[src/rtl/ring_pkg.sv]
// ring_pkg: shared types and helpers for the ring responder.
//   - state_t   : responder FSM states (INIT, IDLE, ACK)
//   - SEQ_W_DEF : default sequence-number width
//   - seq_t     : sequence number at the default width
//   - CNT_W     : width of the progress and idle counters
//   - sat_inc   : saturating increment for CNT_W-bit counters
package ring_pkg;

    localparam int SEQ_W_DEF = 6;
    localparam int CNT_W     = 6;

    typedef enum logic [1:0] {
        INIT = 2'd0,
        IDLE = 2'd1,
        ACK  = 2'd2
    } state_t;

    typedef logic [SEQ_W_DEF-1:0] seq_t;

    function automatic logic [CNT_W-1:0] sat_inc(input logic [CNT_W-1:0] v);
        return (v == {CNT_W{1'b1}}) ? v : v + 1'b1;
    endfunction

endpackage

[src/rtl/ring_seq_chk.sv]
// ring_seq_chk: holds the expected sequence number and classifies the
// incoming token against it.
// Ports:
//   clk      - clock, rising edge
//   reset    - asynchronous active-low reset (expected number returns to 0)
//   advance  - accepted in-order token; expected number steps by one
//   seq      - sequence number of the token being offered
//   exp_seq  - current expected sequence number
//   match    - seq equals exp_seq
//   dup      - seq equals exp_seq-1 (re-send of the last accepted token)
//   mismatch - neither match nor dup
module ring_seq_chk
    import ring_pkg::*;
#(
    parameter int SEQ_W = SEQ_W_DEF
) (
    input  logic             clk,
    input  logic             reset,
    input  logic             advance,
    input  logic [SEQ_W-1:0] seq,
    output logic [SEQ_W-1:0] exp_seq,
    output logic             match,
    output logic             dup,
    output logic             mismatch
);

    logic [SEQ_W-1:0] exp_reg;
    logic [SEQ_W-1:0] prev_seq;

    always_ff @(posedge clk or negedge reset) begin
        if (!reset) begin
            exp_reg <= '0;
        end else if (advance) begin
            // Wraps naturally at 2^SEQ_W.
            exp_reg <= exp_reg + {{(SEQ_W-1){1'b0}}, 1'b1};
        end
    end

    assign prev_seq = exp_reg - {{(SEQ_W-1){1'b0}}, 1'b1};
    assign exp_seq  = exp_reg;
    assign match    = (seq == exp_reg);
    assign dup      = (seq == prev_seq);
    assign mismatch = !match && !dup;

endmodule

[src/rtl/ring_resp.sv]
// ring_resp: responder end of the ring link. Accepts sequenced request
// tokens, acknowledges each accepted one, and tracks in-order progress
// toward K deliveries. objective/error are observation outputs.
// Optional feature macro: RING_RESP_NACK_EN -- when defined, an out-of-order
// token is answered with a retransmit request (ack_nack=1, ack_seq=expected);
// when undefined such a token is silently consumed and progress is lost.
// Ports:
//   clk, reset            - clock; asynchronous active-low reset
//   req_valid/req_seq     - request token in
//   req_ready             - responder idle and able to take a token
//   ack_valid/ack_seq     - acknowledgement out, held until consumed
//   ack_nack              - ack is a retransmit request (0 without feature)
//   ack_ready             - ring consumes the ack
//   loss                  - fault injection: the offered ack is dropped
//   error                 - sticky: duplicate received after objective
//   objective             - progress reached K-1
module ring_resp
    import ring_pkg::*;
#(
    parameter int K       = 16,
    parameter int TIMEOUT = 8,
    parameter int SEQ_W   = SEQ_W_DEF
) (
    input  logic             clk,
    input  logic             reset,
    input  logic             req_valid,
    input  logic [SEQ_W-1:0] req_seq,
    output logic             req_ready,
    output logic             ack_valid,
    output logic [SEQ_W-1:0] ack_seq,
    output logic             ack_nack,
    input  logic             ack_ready,
    input  logic             loss,
    output logic             error,
    output logic             objective
);

    localparam logic [CNT_W-1:0] K_M1  = CNT_W'(K - 1);
    localparam logic [CNT_W-1:0] K_M2  = CNT_W'(K - 2);
    localparam logic [CNT_W-1:0] TO_M1 = CNT_W'(TIMEOUT - 1);

    state_t           state_reg, state_next;
    logic [SEQ_W-1:0] ack_seq_reg, ack_seq_next;
    logic             ack_nack_reg, ack_nack_next;
    logic [CNT_W-1:0] prg_reg, prg_next;
    logic [CNT_W-1:0] idle_cnt_reg, idle_cnt_next;
    logic             stable_reg, stable_next;
    logic             err_reg, err_next;

    logic             handshake;
    logic             advance;
    logic [SEQ_W-1:0] exp_seq;
    logic             seq_match, seq_dup, seq_mismatch;

    ring_seq_chk #(
        .SEQ_W (SEQ_W)
    ) u_seq_chk (
        .clk      (clk),
        .reset    (reset),
        .advance  (advance),
        .seq      (req_seq),
        .exp_seq  (exp_seq),
        .match    (seq_match),
        .dup      (seq_dup),
        .mismatch (seq_mismatch)
    );

    assign req_ready = (state_reg == IDLE);
    assign handshake = req_ready && req_valid;
    assign advance   = handshake && seq_match;

    always_ff @(posedge clk or negedge reset) begin
        if (!reset) begin
            state_reg    <= INIT;
            ack_seq_reg  <= '0;
            ack_nack_reg <= 1'b0;
            prg_reg      <= '0;
            idle_cnt_reg <= '0;
            stable_reg   <= 1'b0;
            err_reg      <= 1'b0;
        end else begin
            state_reg    <= state_next;
            ack_seq_reg  <= ack_seq_next;
            ack_nack_reg <= ack_nack_next;
            prg_reg      <= prg_next;
            idle_cnt_reg <= idle_cnt_next;
            stable_reg   <= stable_next;
            err_reg      <= err_next;
        end
    end

    always_comb begin
        state_next    = state_reg;
        ack_seq_next  = ack_seq_reg;
        ack_nack_next = ack_nack_reg;
        prg_next      = prg_reg;
        idle_cnt_next = idle_cnt_reg;
        stable_next   = stable_reg;
        err_next      = err_reg;

        unique case (state_reg)
            INIT: begin
                state_next = IDLE;
            end

            IDLE: begin
                if (handshake) begin
                    if (seq_match) begin
                        ack_seq_next  = exp_seq;
                        ack_nack_next = 1'b0;
                        if (prg_reg < K_M1) begin
                            prg_next = prg_reg + 1'b1;
                        end
                        if (prg_reg == K_M2) begin
                            stable_next = 1'b1;
                        end
                        idle_cnt_next = '0;
                        state_next    = ACK;
                    end else if (seq_dup && stable_reg) begin
                        // Re-send after the link was stable: requester lost
                        // track of an ack that was actually delivered.
                        err_next = 1'b1;
                    end else if (seq_mismatch || seq_dup) begin
`ifdef RING_RESP_NACK_EN
                        // Ask for the token we are still waiting on.
                        ack_seq_next  = exp_seq;
                        ack_nack_next = 1'b1;
                        state_next    = ACK;
`else
                        prg_next    = '0;
                        stable_next = 1'b0;
`endif
                    end
                end else begin
                    // Only idle IDLE cycles count toward the timeout.
                    if (idle_cnt_reg == TO_M1) begin
                        prg_next      = '0;
                        stable_next   = 1'b0;
                        idle_cnt_next = '0;
                    end else begin
                        idle_cnt_next = sat_inc(idle_cnt_reg);
                    end
                end
            end

            ACK: begin
                if (loss) begin
                    // Dropped ack breaks the in-order chain.
                    prg_next    = '0;
                    stable_next = 1'b0;
                    state_next  = IDLE;
                end else if (ack_ready) begin
                    state_next = IDLE;
                end
            end

            default: begin
                state_next = INIT;
            end
        endcase
    end

    assign ack_valid = (state_reg == ACK);
    assign ack_seq   = ack_seq_reg;
    assign ack_nack  = ack_nack_reg;
    assign error     = err_reg;
    assign objective = (prg_reg == K_M1);

endmodule
[config.mk]
export PLATFORM = sky130hd
export DESIGN_NAME = ring_resp
export DESIGN_NICKNAME = d
export VERILOG_FILES = /design/src/rtl/ring_pkg.sv /design/src/rtl/ring_seq_chk.sv /design/src/rtl/ring_resp.sv
export SDC_FILE = /design/constraint.sdc
export NUM_CORES = 1
export LEC_CHECK = 0
export BUFFER_PORTS_ARGS = -buffer_cell sky130_fd_sc_hd__buf_4
export CAP_MARGIN = 40
export CORE_MARGIN = 2
export CORE_UTILIZATION = 51
export CTS_CLUSTER_SIZE = 16
export DETAILED_ROUTE_END_ITERATION = 12
export PLACE_DENSITY_LB_ADDON = 0.2
export SETUP_SLACK_MARGIN = 0.2
export SLEW_MARGIN = 20
export SYNTH_ARGS = -nofsm -noshare
export SYNTH_HDL_FRONTEND = slang
export SYNTH_SLANG_ARGS = --single-unit
[constraint.sdc]
create_clock -name clk -period 2.2 [get_ports clk]
set_input_delay 0.44 -clock clk [delete_from_list [all_inputs] [get_ports clk]]
set_output_delay 0.44 -clock clk [all_outputs]
set_load 0.005 [all_outputs]
==> results of run 1 <==
[worst max-delay path: stages, from the launching register on]
cell and delay [ps]:
dfrtp_2 430, inv_2 80, ha_4 150, nand2_2 50, or4_4 430, a221oi_4 320, a21oi_2 90, nor2b_4 170
mux2_4 300
[final cells by class]
type	instances	share of cell area (%)
timing repair buffer	40	14.49
clock buffer	3	1.087
tap	44	2.657
sequential	28	33.94
inverter	10	1.812
multi-input combinational	132	46.01
[worst paths after layout]
check / startpoint / endpoint / slack, ps / depth (start not counted)
min in group clk: ack_ready / state_reg[1] / 440 / 3
min reg2reg: ack_seq[2] / ack_seq[2] / 500 / 2
max in group asynchronous: reset / u_seq_chk.exp_seq[1] / 1920 / 1
max: u_seq_chk.exp_seq[0] / prg_reg[1] / 80 / 8
max reg2reg: u_seq_chk.exp_seq[0] / prg_reg[1] / 80 / 8
min: reset / prg_reg[4] / -20 / 1
[what timing repair did]
action / in CTS / in global routing
cloned: 0 / 0
endpoints found under the setup margin: 9 / 25
pin swaps: 4 / 7
hold buffers: 0 / 0
gates resized for setup: 5 / 4
setup buffers: 3 / 3
[layer usage]
layer / GRT usage [%] / share of wire, % / wire, um
met1: 26.92 / 44 / 1584
met2: 36.93 / 51 / 1850
met3: 3.361 / 3.3 / 120
met4: 6.522 / 1.2 / 44
met5: 0 / 0 / 0
[cells in the final DEF, fill, tap and decap left out, drive strengths merged, types with 4 or more instances in the layout]
cell type,n
buf,40
dfrtp,28
nand2,23
nor2,12
xor2,10
inv,10
nand3,9
ha,9
o21ai,9
xnor2,6
a21oi,5
nand2b,4
[power groups by stage]
stage                     clock network [mW]  logic (mW)  registers [mW]
after floorplan                            0       0.418           0.677
after global placement                     0       0.619           0.693
after detailed placement                   0       0.636           0.703
after CTS                              0.222       0.700           0.678
after global routing                   0.237       0.799           0.693
final                                  0.222       0.719           0.678
[through the flow]
step | utilization (%) | setup TNS, ps | setup WS [ps] | hold WS [ps] | std cells
finish | 67.32 | 0 | 82.24 | -19.85 | 257
global route | 67.32 | -6.792 | -6.792 | 14.27 | 257
CTS | 66.06 | 0 | 92.07 | 6.285 | 254
detailed placement | 64.15 | -2.702 | -2.702 | 384.0 | 248
global placement | 64.15 | 0 | 30.15 | 377.3 | 248
floorplan | - | 0 | 70.21 | 144.4 | 175
[cell families (layout without fill, tap and decap cells)]
logic type,after synthesis,in the layout
compound gates,31,31
xor+xnor,16,16
fa+ha+maj,9,9
buf+inv,15,53
flops,28,28
mux,4,4
other cells,1,1
simple gates,71,71
==> flow_metrics.tcl, run 1 <==
set metrics [dict create \
    outcome "finished with violations" \
    violations "hold timing" \
    p_clk_share_pct 13.7 \
    grt_pass1_wl_mm 5.858 \
    synth_top_area_share_pct 41.82 \
    synth-simple-area-share_pct 22.70 \
    total_power_mw 1.619 \
    antenna_left 0 \
    drt_iter0_markers 109 \
    hold_slack_ps -19.85 \
    grt_pass1_vias 1316 \
    synth_cell_type_count 50 \
    cts.sinks 28 \
    clkTransAtPathRegs_ps 160 \
    synthXorXnorAreaFrac_pct 8.364 \
    syn_nets 195 \
    required_ps 2440 \
    cts_inserted_buffers 3 \
    muxShareOfSynthArea_pct 2.987 \
    drc 0 \
    gp_congestion 0.8435 \
    synth_enable_flop_cells 0 \
    synth_compound_area_share_pct 13.52 \
    cts_tree "yes" \
    die_w_um 61.32 \
    finalSetupViolCount 0 \
    crit_path_end_kind "flip-flop" \
    die_h_um 61.32 \
    post-route-period-util_pct 96.26 \
    postSynthCellCount 175 \
    num_rows 20 \
    grt_max_degree 29 \
    multi_input_area_sq_um 953.4 \
    synth_most_common_cell "dfrtp_1" \
    start_kind "flip-flop" \
    power_frac_comb_pct 44.4 \
    rsz0062_at_grt "yes" \
    ctsLongestPathBuffers 2 \
    avgRoutedWirePerCell_um 14.01 \
    seq_area_frac_synth_pct 41.82 \
    synthTopCellsByCount "dfrtp_1, nand2_1, nor2_1" \
    ff_latch_area_sq_um 703.2 \
    critPathMaxFanout 5 \
    port_buffers 20 \
    yosys_register_bits 28 \
    synth_top_family_by_area "simple AND/OR/NAND/NOR gates" \
    cts-root-buf "clkbuf_4" \
    max_freq_mhz 472.2 \
    switching_share_pct 36.84 \
    antenna_found_initial 0 \
    leakagePower_nw 1.007 \
    drv_slew 0 \
    layout_min_cycle_time_ps 2118 \
    hold_violations 19 \
    start_util_pct 54.43 \
    vias_per_cell 5.467 \
    layout-drive-gt1-share_pct 30.05 \
    syn-cell-area_sq_um 1675 \
    p_int_mw 1.023 \
    nNetsFinal 235 \
    synthFlopType "dfrtp_1" \
    async_flop_share_pct 100.0 \
    cts.htree.levels 1 \
    final_area_sq_um 2072 \
    grt-ovfl-total 0 \
    hold_class "primary input to asynchronous set/reset pin" \
    yosysWarnings 0 \
    io_pins 22 \
    fill_cells 254 \
    diodes 0 \
    ys_top_cells_by_area "dfrtp_1, ha_1, xor2_1" \
    postSynthAreaPerCell_sq_um 9.573 \
    path_class "flip-flop to flip-flop" \
    core_area_sq_um 3078 \
    ir_drop_v 0.0004904 \
    yosys.area.top_type "dfrtp_1" \
    place_area_sq_um 1974 \
    power_density_nw_per_um2 781.6 \
    grt_util_all_layers_pct 21.18 \
    power_frac_seq_pct 41.9 \
    dpl.hpwl_mm 2.645 \
    wirelength_mm 3.600 \
    critPathArrivalTime_ps 2360 \
    syn_to_final_growth_pct 23.67 \
    synthAdderAreaFrac_pct 6.721 \
    die_area_sq_um 3760 \
    cap_violations 0 \
    fin_worst_skew_ps 12.38 \
    insertion_delay_ps 340 \
    first_pass_iters 4 \
    p_switching_mw 0.5966 \
    num_vias 1405 \
]
Note: power is estimated with default switching activity, not from simulation.
==> run 2, diff against run 1 <==
- CORE_MARGIN: 2 -> 10
- CORE_UTILIZATION: 51 -> 56
- clock period: 2.2 -> 1.95 ns (I/O delays scaled with it)
==> flow_metrics.tcl, run 2 (same netlist as run 1, synthesis figures left out) <==
set metrics [dict create \
    layout-drive-gt1-share_pct 43.04 \
    crit_chain "xor2_1, nand3_1, a221oi_4, a21oi_2, nor2b_4, mux2_4" \
    gp_congestion 0.8901 \
    violations "setup timing" \
    num_vias 1634 \
    grt_pass1_vias 1487 \
    die_h_um 74.70 \
    port_buffers 20 \
    grt-ovfl-total 0 \
    cts_inserted_buffers 3 \
    fin_setup_tns_ps -1779 \
    post-route-period-util_pct 108.2 \
    max_freq_mhz 473.9 \
    dpl.hpwl_mm 2.942 \
    grt_pass1_wl_mm 6.541 \
    drt_iter0_markers 182 \
    layout_min_cycle_time_ps 2110 \
    first_pass_iters 4 \
    clkTransAtPathRegs_ps 150 \
    io_pins 22 \
    path_class "flip-flop to flip-flop" \
    insertion_delay_ps 340 \
    cts.sinks 28 \
    start_kind "flip-flop" \
    core_area_sq_um 2805 \
    grt_max_degree 29 \
    hold_violations 0 \
    fin_worst_skew_ps 1.649 \
    diodes 0 \
    grt_util_all_layers_pct 14.50 \
    slew_headroom_pct 64.39 \
    cts.htree.levels 1 \
    critPathMaxFanout 4 \
    num_rows 19 \
    drv_slew 0 \
    final_area_sq_um 2404 \
    place_area_sq_um 2078 \
    hold_class "primary input to flip-flop" \
    fill_cells 141 \
    rsz0062_at_grt "yes" \
    die_area_sq_um 5579 \
    post-place-ws_ps -169.7 \
    cts-root-buf "clkbuf_4" \
    cts_tree "yes" \
    slowest_stage "xor2_1" \
    ir_drop_v 0.0007021 \
    regToRegSetupSlack_ps -160 \
    outcome "finished with violations" \
    ctsLongestPathBuffers 2 \
    critical_path.max_stage_delay_ps 470 \
    fin_util_pct 85.68 \
    nNetsFinal 258 \
    leakagePower_nw 1.159 \
    power_density_nw_per_um2 879.8 \
    tightest_slew_ps 532.4 \
    antenna_left 0 \
    hold_slack_ps 455.7 \
    wirelength_mm 5.033 \
    drc 0 \
    antenna_found_initial 0 \
    avgRoutedWirePerCell_um 18.78 \
    start_util_pct 59.72 \
    die_w_um 74.70 \
    crit_path_end_kind "flip-flop" \
    vias_per_cell 6.097 \
    setup_ws_ps -160.3 \
    required_ps 2190 \
    finalSetupViolCount 23 \
    path_delay_family "XOR/XNOR gates" \
    final_common_cell "buf_4" \
    worst-path-buf-inv 0 \
    cap_violations 0 \
    critPathArrivalTime_ps 2350 \
    syn_to_final_growth_pct 43.47 \
    layout_common_cells "buf_4, dfrtp_1, nand2_1, nor2_1, xor2_1" \
]
-- run 2: cell types whose count changed in the layout (fill, tap and decap cells not counted), moves of 2 or more --
cell / before / now
a21oi_1: 4 / 2
ha_1: 8 / 5
ha_4: 1 / 3
o22ai_2: 0 / 2
buf_4: 40 / 55
nand3_1: 9 / 7
buf_6: 0 / 6
o22ai_1: 2 / 0
-- run 2: final timing paths --
check | from | depth (start not counted) | end
max in group asynchronous | reset | 2 | u_seq_chk.exp_seq[3]
min | ack_ready | 3 | state_reg[1]
min in group asynchronous | reset | 2 | ack_seq[1]
max | u_seq_chk.exp_seq[5] | 6 | prg_reg[1]
max reg2reg | u_seq_chk.exp_seq[5] | 6 | prg_reg[1]
min reg2reg | ack_seq[3] | 2 | ack_seq[3]
-- run 2: worst min-delay path: cells and delay by family --
| family | cells | cell delay, ps |
|---|---|---|
| and+or+nand+nor | 1 | 100 |
| buffers and inverters | 1 | 80 |
| AOI/OAI and AO/OA | 1 | 210 |
-- run 2: repair_timing --
item                                    4_1_cts  5_1_grt
endpoints found under the setup margin       27       31
buffers inserted                              2       12
pin swaps                                     8       10
hold buffers                                  1        0
gates resized for setup                       5       31
hold endpoints to repair                     28        0
-- run 2: metal layers --
layer / up-vias / wire length (um) / global-route usage (%)
met4: 0 / 138 / 3.571
met1: 809 / 2004 / 17.40
met5: - / 0 / 0
met3: 17 / 321 / 3.154
li1: 741 / - / -
met2: 67 / 2569 / 25.74
-- run 2: cell type report --
class / instances / area, sq um / share of cell area, %
flip-flops and latches: 28 / 701.9 / 29.20
repair buffers: 63 / 510.5 / 21.24
multi-input cells: 132 / 1079 / 44.87
clock buffers: 4 / 36.28 / 1.510
well taps: 31 / 38.79 / 1.614
inverters: 10 / 37.54 / 1.562
-- run 2: stage by stage --
stage | power [mW] | instances
floorplan | 1.253 | 175
CTS | 1.902 | 256
finish | 2.115 | 268
global placement | 1.569 | 249
global route | 2.254 | 268
detailed placement | 1.604 | 249
-- run 2: power by group --
part	switching, mW	total (mW)	leakage [nW]	internal [mW]
Combinational	0.549	1.05	0.766	0.504
Clock	0.175	0.290	0.0210	0.115
Sequential	0.0932	0.771	0.372	0.678
==> run 3, diff against run 2 <==
--- a/config.mk
+++ b/config.mk
@@ -6,6 +6,5 @@
 export NUM_CORES = 1
 export LEC_CHECK = 0
-export BUFFER_PORTS_ARGS = -buffer_cell sky130_fd_sc_hd__buf_4
-export CAP_MARGIN = 40
+export BUFFER_PORTS_ARGS = -buffer_cell sky130_fd_sc_hd__buf_2
 export CORE_MARGIN = 10
 export CORE_UTILIZATION = 56
==> constraint.sdc (replaced) <==
create_clock -name clk -period 1.95 [get_ports clk]
set_input_delay 0.39 -clock clk [delete_from_list [all_inputs] [get_ports clk]]
set_output_delay 0.39 -clock clk [all_outputs]
set_load 0.01 [all_outputs]
==> flow_metrics.tcl, run 3 (same netlist as run 1, synthesis figures left out) <==
set metrics [dict create \
    dpl.hpwl_mm 2.997 \
    cap_violations 0 \
    p_clk_share_pct 12.1 \
    fin_util_pct 78.23 \
    antenna_found_initial 0 \
    hold_class "primary input to asynchronous set/reset pin" \
    grt-ovfl-total 0 \
    slew_headroom_pct 58.61 \
    worst-path-buf-inv 1 \
    power_density_nw_per_um2 880.4 \
    fin_worst_skew_ps 7.301 \
    cts_inserted_buffers 3 \
    p_int_mw 1.196 \
    critPathArrivalTime_ps 2330 \
    cts-root-buf "clkbuf_4" \
    die_h_um 74.70 \
    gp_congestion 0.8651 \
    die_w_um 74.70 \
    final_cells 256 \
    setup_ws_ps -147.4 \
    slowest_stage "or4_4" \
    start_kind "flip-flop" \
    syn_to_final_growth_pct 30.99 \
    hold_buffers 0 \
    port_buffers 20 \
    grt_pass1_wl_mm 7.010 \
    p_switching_mw 0.7358 \
    final_area_sq_um 2195 \
    violations "setup timing" \
    avgRoutedWirePerCell_um 15.45 \
    cts.sinks 28 \
    power_frac_seq_pct 39.7 \
    layout-drive-gt1-share_pct 37.33 \
    drv_slew 0 \
    leakagePower_nw 1.079 \
    critical_path.max_stage_delay_ps 430 \
    critPathMaxFanout 3 \
    nNetsFinal 247 \
    outcome "finished with violations" \
    crit_chain "inv_2, ha_4, nand2_1, or4_4, a221oi_4, a21oi_2, nor2b_4, mux2_4" \
    max_freq_mhz 476.8 \
    required_ps 2180 \
    drt_iter0_markers 110 \
    tightest_slew_ps 620.9 \
    hold_violations 0 \
    io_pins 22 \
    cts.htree.levels 1 \
    power_frac_comb_pct 48.2 \
    num_rows 19 \
    layout_common_cells "dfrtp_1, buf_4, nand2_1, buf_2, nor2_1" \
    rsz0062_at_grt "yes" \
    vias_per_cell 5.723 \
    clkTransAtPathRegs_ps 140 \
    finalSetupViolCount 8 \
    die_area_sq_um 5579 \
    total_power_mw 1.932 \
    core_area_sq_um 2805 \
    post-route-period-util_pct 107.6 \
    grt_max_degree 29 \
    path_delay_family "simple AND/OR/NAND/NOR gates" \
    diodes 0 \
    num_vias 1465 \
    fill_cells 200 \
    ctsLongestPathBuffers 2 \
    wirelength_mm 3.956 \
    insertion_delay_ps 320 \
    switching_share_pct 38.08 \
    ff_latch_area_sq_um 700.7 \
    first_pass_iters 4 \
    antenna_left 0 \
    drc 0 \
    cts_tree "yes" \
    grt_util_all_layers_pct 15.50 \
    place_area_sq_um 2031 \
    crit_path_end_kind "flip-flop" \
    layout_min_cycle_time_ps 2097 \
    grt_pass1_vias 1546 \
    start_util_pct 59.72 \
    ir_drop_v 0.0006423 \
    fin_setup_tns_ps -739.2 \
    dp_cells 249 \
    path_class "flip-flop to flip-flop" \
    multi_input_area_sq_um 1033 \
]
## run 3: worst register-to-register path: cells and delay by family, from the launching register on
kind / cells / cell delay [ps]
flops: 1 / 420
simple gates: 3 / 650
buf+inv: 1 / 80
mux: 1 / 290
compound gates: 2 / 430
fa+ha+maj: 1 / 140
## run 3: power groups by stage
stage	clock network [mW]	logic [mW]	registers (mW)
2_1_floorplan	0	0.497	0.773
3_3_place_gp	0	0.802	0.758
3_5_place_dp	0	0.842	0.771
4_1_cts	0.241	0.894	0.758
5_1_grt	0.274	1.04	0.787
6_report	0.234	0.932	0.766
## run 3: path summary, 6_finish.rpt
kind	slack, ps	to	start	cells past startpoint
min	60	ack_seq[2]	reset	1
max reg2reg	-150	prg_reg[0]	u_seq_chk.exp_seq[1]	8
max	-150	prg_reg[0]	u_seq_chk.exp_seq[1]	8
min reg2reg	480	error	error	1
min in group clk	410	state_reg[1]	ack_ready	3
max in group asynchronous	1490	idle_cnt_reg[0]	reset	1
## run 3: routing by layer
layer / vias to the layer above / global-route usage, % / wire [um]
li1: 717 / - / -
met1: 708 / 18.57 / 1707
met4: 0 / 3.992 / 41
met3: 6 / 2.497 / 178
met5: - / 0 / 0
met2: 34 / 28.15 / 2028
## run 3: timing repair
action	CTS	global route
gates resized for setup	9	15
setup buffers	2	2
hold endpoints to repair	0	0
setup endpoints to repair	28	31
pin swaps	6	3
## run 3: metrics by stage
step	hold slack (ps)	setup slack, ps
after floorplan	94.41	-179.7
after global placement	424.4	-154.2
after detailed placement	439.0	-191.1
after CTS	75.85	-130.5
after global routing	73.65	-232.6
final	58.24	-147.4
## run 3: cell type report
cell class | count | share of cell area [%]
multi-input cells | 132 | 47.09
well taps | 31 | 1.767
flip-flops and latches | 28 | 31.93
repair buffers | 52 | 16.48
clock buffers | 3 | 1.026
inverters | 10 | 1.710
